[config.mk]
export PLATFORM = sky130hd
export DESIGN_NAME = h_u_pg_rca16_acc
export DESIGN_NICKNAME = d
export VERILOG_FILES = /design/src/rtl/h_u_pg_rca16_acc.sv
export SDC_FILE = /design/constraint.sdc
export NUM_CORES = 1
export LEC_CHECK = 0
export CAP_MARGIN = 0
export CORE_MARGIN = 2
export CORE_UTILIZATION = 47
export DETAILED_ROUTE_END_ITERATION = 16
export GPL_ROUTABILITY_DRIVEN = 0
export HOLD_SLACK_MARGIN = 0.02
export PLACE_DENSITY = 0.79
export SLEW_MARGIN = 10
export SYNTH_ARGS = -nofsm -noshare
export SYNTH_HDL_FRONTEND = slang
export SYNTH_SLANG_ARGS = --single-unit
[constraint.sdc]
create_clock -name clk -period 2.2 [get_ports clk]
set_input_delay 0.44 -clock clk [delete_from_list [all_inputs] [get_ports clk]]
set_output_delay 0.44 -clock clk [all_outputs]
set_load 0.005 [all_outputs]
[src/rtl/h_u_pg_rca16_acc.sv]
// Accumulates N unsigned 17-bit adder sums into a 20-bit total and presents the
// total with a valid/ready handshake. Two states: collecting beats and holding a
// result. No bypass: a result must be taken before the next group can start.
`timescale 1ns/1ps
module h_u_pg_rca16_acc #(
  parameter int unsigned N = 4  // beats per result, 1..8
) (
  input  logic        clk,
  input  logic        rst_n,
  input  logic        clr,
  input  logic        in_valid,
  input  logic [16:0] in_sum,
  output logic        in_ready,
  output logic        out_valid,
  input  logic        out_ready,
  output logic [19:0] out_acc,
  output logic [3:0]  beat_cnt
);

  typedef enum logic [0:0] {StAccum, StHold} state_e;

  localparam logic [3:0] LastCnt = 4'(N - 1);

  state_e      state_q, state_d;
  logic [19:0] acc_q;
  logic [19:0] out_acc_q;
  logic [3:0]  beat_cnt_q;
  logic        beat;
  logic        last_beat;
  logic        out_hs;
  logic [19:0] acc_sum;

  assign beat      = in_valid & in_ready;
  assign last_beat = (beat_cnt_q == LastCnt);
  assign out_hs    = out_valid & out_ready;
  assign acc_sum   = acc_q + {3'b000, in_sum};

  // State register.
  always_ff @(posedge clk or negedge rst_n) begin
    if (!rst_n) begin
      state_q <= StAccum;
    end else begin
      state_q <= state_d;
    end
  end

  // Next-state: the Nth beat enters HOLD, the output handshake leaves it.
  always_comb begin
    state_d = state_q;
    unique case (state_q)
      StAccum: if (beat && last_beat) state_d = StHold;
      StHold:  if (out_hs)            state_d = StAccum;
    endcase
  end

  // Outputs: in_ready is gated by reset so nothing looks acceptable during reset.
  always_comb begin
    in_ready  = rst_n && (state_q == StAccum) && !clr;
    out_valid = (state_q == StHold);
    out_acc   = out_acc_q;
    beat_cnt  = beat_cnt_q;
  end

  // Datapath: clr only matters while collecting; HOLD contents are never touched.
  always_ff @(posedge clk or negedge rst_n) begin
    if (!rst_n) begin
      acc_q      <= '0;
      out_acc_q  <= '0;
      beat_cnt_q <= '0;
    end else if (state_q == StAccum) begin
      if (clr) begin
        acc_q      <= '0;
        beat_cnt_q <= '0;
      end else if (beat) begin
        if (last_beat) begin
          out_acc_q  <= acc_sum;
          acc_q      <= '0;
          beat_cnt_q <= '0;
        end else begin
          acc_q      <= acc_sum;
          beat_cnt_q <= beat_cnt_q + 4'd1;
        end
      end
    end
  end

endmodule

==> flow_metrics.py <==
metrics = {
    "outcome": {
        "status": "finished, violations left",
        "violations": "negative setup slack",
    },
    "pwr": {
        "powerDensity_nw_per_um2": 525,
        "swShare_pct": 30.7,
        "internal_power_mw": 1.41,
        "pwr-share-clk_pct": 25.8,
        "power_leakage_nw": 1.84,
        "pwr-share-comb_pct": 30.2,
        "power_frac_seq_pct": 44.1,
        "power_switching_mw": 0.624,
        "irDropWorstVdd_mv": 0.415,
    },
    "logic_synthesis": {
        "synth_flop_cell": "dfrtp_1",
        "ys_types": 42,
        "synthesis.nets": 287,
        "synth_top_cell_area_share_pct": 43.8,
        "synth_area_per_cell_um2": 10.4,
        "ys_seq_area_share_pct": 43.8,
        "yosys_warnings": 0,
        "syn_area_um2": 2570,
        "synth_area_leaders": "dfrtp_1 44%, ha_1 8.8%, mux2_2 4.8%",
        "synthCells": 246,
        "synth_edf_count": 0,
        "postSynth.asyncResetShare_pct": 100,
        "yosys.area.top_type": "dfrtp_1",
        "ys_ff_latch": 45,
    },
    "worst_setup_path": {
        "worstSetupStartpointType": "register",
        "critPathLaunch": "acc_q[0]",
        "r2r-start": "acc_q[0]",
        "end_kind": "register",
        "crit_top_cell": "buf_4",
        "cp_cell_sequence": "ha_4 -> buf_4 -> a21oi_4 -> nand4b_1 -> buf_4 -> buf_4 -> buf_4 -> buf_4 -> nand2_2 -> a21o_1 -> a21oi_2 -> xnor2_2 -> mux2_4",
        "cp_max_fo": 2,
        "required_ns": 2.39,
        "critical_path.max_stage_delay_ns": 0.43,
        "worst-setup-path-type": "register to register",
        "arrival_ns": 2.53,
        "slowest_stage": "dfrtp_1",
        "cp.depth": 13,
        "critPathBufInv": 5,
        "r2r_cells": 13,
        "crit_family": "buffers and inverters",
    },
    "clocking": {
        "cts_root_buffer": "clkbuf_8",
        "insertion_delay_ns": 0.31,
        "cts_max_level": 2,
        "clock-sinks": 45,
        "cts_made_buffers": 5,
        "cts_tree": "yes",
        "clk_pin_slew_ns": 0.08,
        "clk_path_buf_depth": 2,
    },
    "final_layout": {
        "layout-drive-gt1-share_pct": 31.0,
        "final_cell_mix": "55 x buf_4, 45 x dfrtp_1, 36 x clkdlybuf4s50_1, 24 x nand2_1, 14 x o21ai_0",
        "multi_input_area_um2": 1650,
        "layout_commonest_cell": "buf_4",
        "regArea_um2": 1130,
        "antenna_cells": 0,
        "synthToLayoutAreaGrowth_pct": 50.5,
        "final_nets": 392,
        "fill_cells": 344,
        "fin_area_um2": 3870,
    },
    "global_routing": {
        "grt_util_all_layers_pct": 25.7,
        "grt_max_degree": 45,
        "gr-total-overflow": 0,
        "grt_pass1_vias": 2489,
        "antenna_found_initial": 0,
        "grt_pass1_wl_um": 12200,
    },
    "floorplanning": {
        "die_w_um": 77.9,
        "core_area_um2": 5200,
        "start_util_pct": 49.4,
        "ioPinCount": 48,
        "die-area_um2": 6080,
        "die_y_um": 77.9,
        "rows": 26,
    },
    "worst_hold_path": {
        "hold_path.class": "register to register",
        "hold_start": "out_acc[18]",
        "worstHoldPathCells": 2,
    },
    "sta": {
        "min_period_ns": 2.35,
        "maxSlewViolCount": 0,
        "layout_setup_ws_ns": -0.149,
        "max_freq_mhz": 426,
        "finalHoldViolations": 0,
        "setup_viol": 17,
        "worst_clock_skew_ns": 0.0127,
        "fin_tns_setup_ns": -1.25,
        "relSlewSlack_pct": 61.9,
        "grt_setup_unrepaired": "true",
        "tightest_slew_ns": 0.571,
        "final.period_utilization_pct": 107,
    },
    "placed_design": {
        "portBuffers": 47,
        "placed_cell_area_um2": 3450,
        "hpwl_um": 4760,
    },
    "routing": {
        "drtPass1Iterations": 4,
        "wl_um": 7660,
        "vias": 2356,
        "drtAntennaViolNets": 0,
        "wire_per_inst_um": 18.2,
        "first_iter_violations": 118,
        "viasPerCell": 5.58,
        "route.detailed.drc": 0,
    },
    "flow_run": {
        "drv_cap": 0,
    },
}
[sequential cells by signal (all words and copies together), names as in the netlist]
signal / count
beat_cnt: 4
acc_q: 20
out_acc: 20
out_valid: 1
[cell families (layout without fill, tap and decap cells)]
logic type               Yosys count  after routing  share of synthesized area, %
XOR/XNOR                          17             17                          5.79
multiplexers                      11             11                          4.82
flip-flops                        45             45                          43.8
buffers and inverters             13            119                          1.90
AND/OR/NAND/NOR                   59             59                          10.8
adder cells (fa/ha/maj)           19             19                          9.54
AO/OA/AOI/OAI                     82             82                          23.3
[repair_timing]
item	in CTS	in global routing
buffers inserted	13	3
endpoints found under the setup margin	24	26
hold buffers	1	0
resized for setup	31	14
endpoints found under the hold margin	1	0
pin swaps	33	16
[synth_stat cells (all sizes together) (2+ instances only)]
| cell | number |
|---|---|
| ha | 18 |
| or3 | 2 |
| xor2 | 8 |
| dfrtp | 45 |
| nand4 | 3 |
| o311a | 2 |
| o21ai | 27 |
| a21oi | 15 |
| nand3 | 3 |
| nor2b | 2 |
| nor2 | 14 |
| nand2b | 4 |
| a31oi | 3 |
| a21o | 10 |
| clkbuf | 6 |
| mux2 | 11 |
| a22o | 12 |
| nand2 | 25 |
| o41ai | 2 |
| inv | 7 |
| xnor2 | 9 |
| o21a | 2 |
[path summary, 6_finish.rpt]
check                      slack, ns     endpoint
max reg2reg                    -0.15   out_acc[7]
max in group asynchronous       0.95    acc_q[14]
min reg2reg                     0.49  out_acc[18]
max                            -0.15   out_acc[7]
min                             0.49  out_acc[18]
min in group asynchronous       0.52  beat_cnt[3]
[cell type report]
class / count / area share, %
clock buffers: 7 / 1.97
repair buffers: 104 / 23.2
inverters: 7 / 0.679
clock inverters: 1 / 0.194
well taps: 70 / 2.26
multi-input cells: 188 / 42.6
flip-flops and latches: 45 / 29.1
[worst reg2reg max path: cells and delay by family, from the launching register on]
family          cells  cell delay [ns]
flops               1             0.43
compound gates      3             0.49
simple gates        2             0.23
buf+inv             5             0.54
xor+xnor            1             0.10
fa+ha+maj           1             0.18
mux                 1             0.26
[power groups by stage]
| stage | clock network (mW) | logic (mW) | registers [mW] |
|---|---|---|---|
| floorplan | 0 | 0.274 | 0.899 |
| global placement | 0 | 0.488 | 0.903 |
| detailed placement | 0 | 0.501 | 0.904 |
| CTS | 0.527 | 0.560 | 0.893 |
| global route | 0.572 | 0.661 | 0.899 |
| finish | 0.524 | 0.613 | 0.895 |
[metal layers]
| layer | global-route usage [%] | up-vias | wire, um |
|---|---|---|---|
| li1 | - | 1111 | - |
| met1 | 31.1 | 1152 | 3160 |
| met2 | 45.8 | 70 | 4020 |
| met3 | 5.23 | 23 | 271 |
| met4 | 8.42 | 0 | 213 |
| met5 | 0 | - | 0 |
[through the flow]
| step | hold slack, ns | power [mW] | std cells | setup slack (ns) | utilization [%] |
|---|---|---|---|---|---|
| 6_report | 0.493 | 2.03 | 422 | -0.149 | 74.3 |
| 5_1_grt | 0.502 | 2.13 | 422 | -0.211 | 74.3 |
| 4_1_cts | 0.497 | 1.98 | 419 | -0.114 | 72.6 |
| 3_5_place_dp | 0.251 | 1.41 | 397 | -0.689 | 66.2 |
| 3_3_place_gp | 0.245 | 1.39 | 397 | -0.635 | 66.2 |
| 2_1_floorplan | 0.144 | 1.17 | 246 | -0.0841 | - |
(Power assumes the default switching activity.)
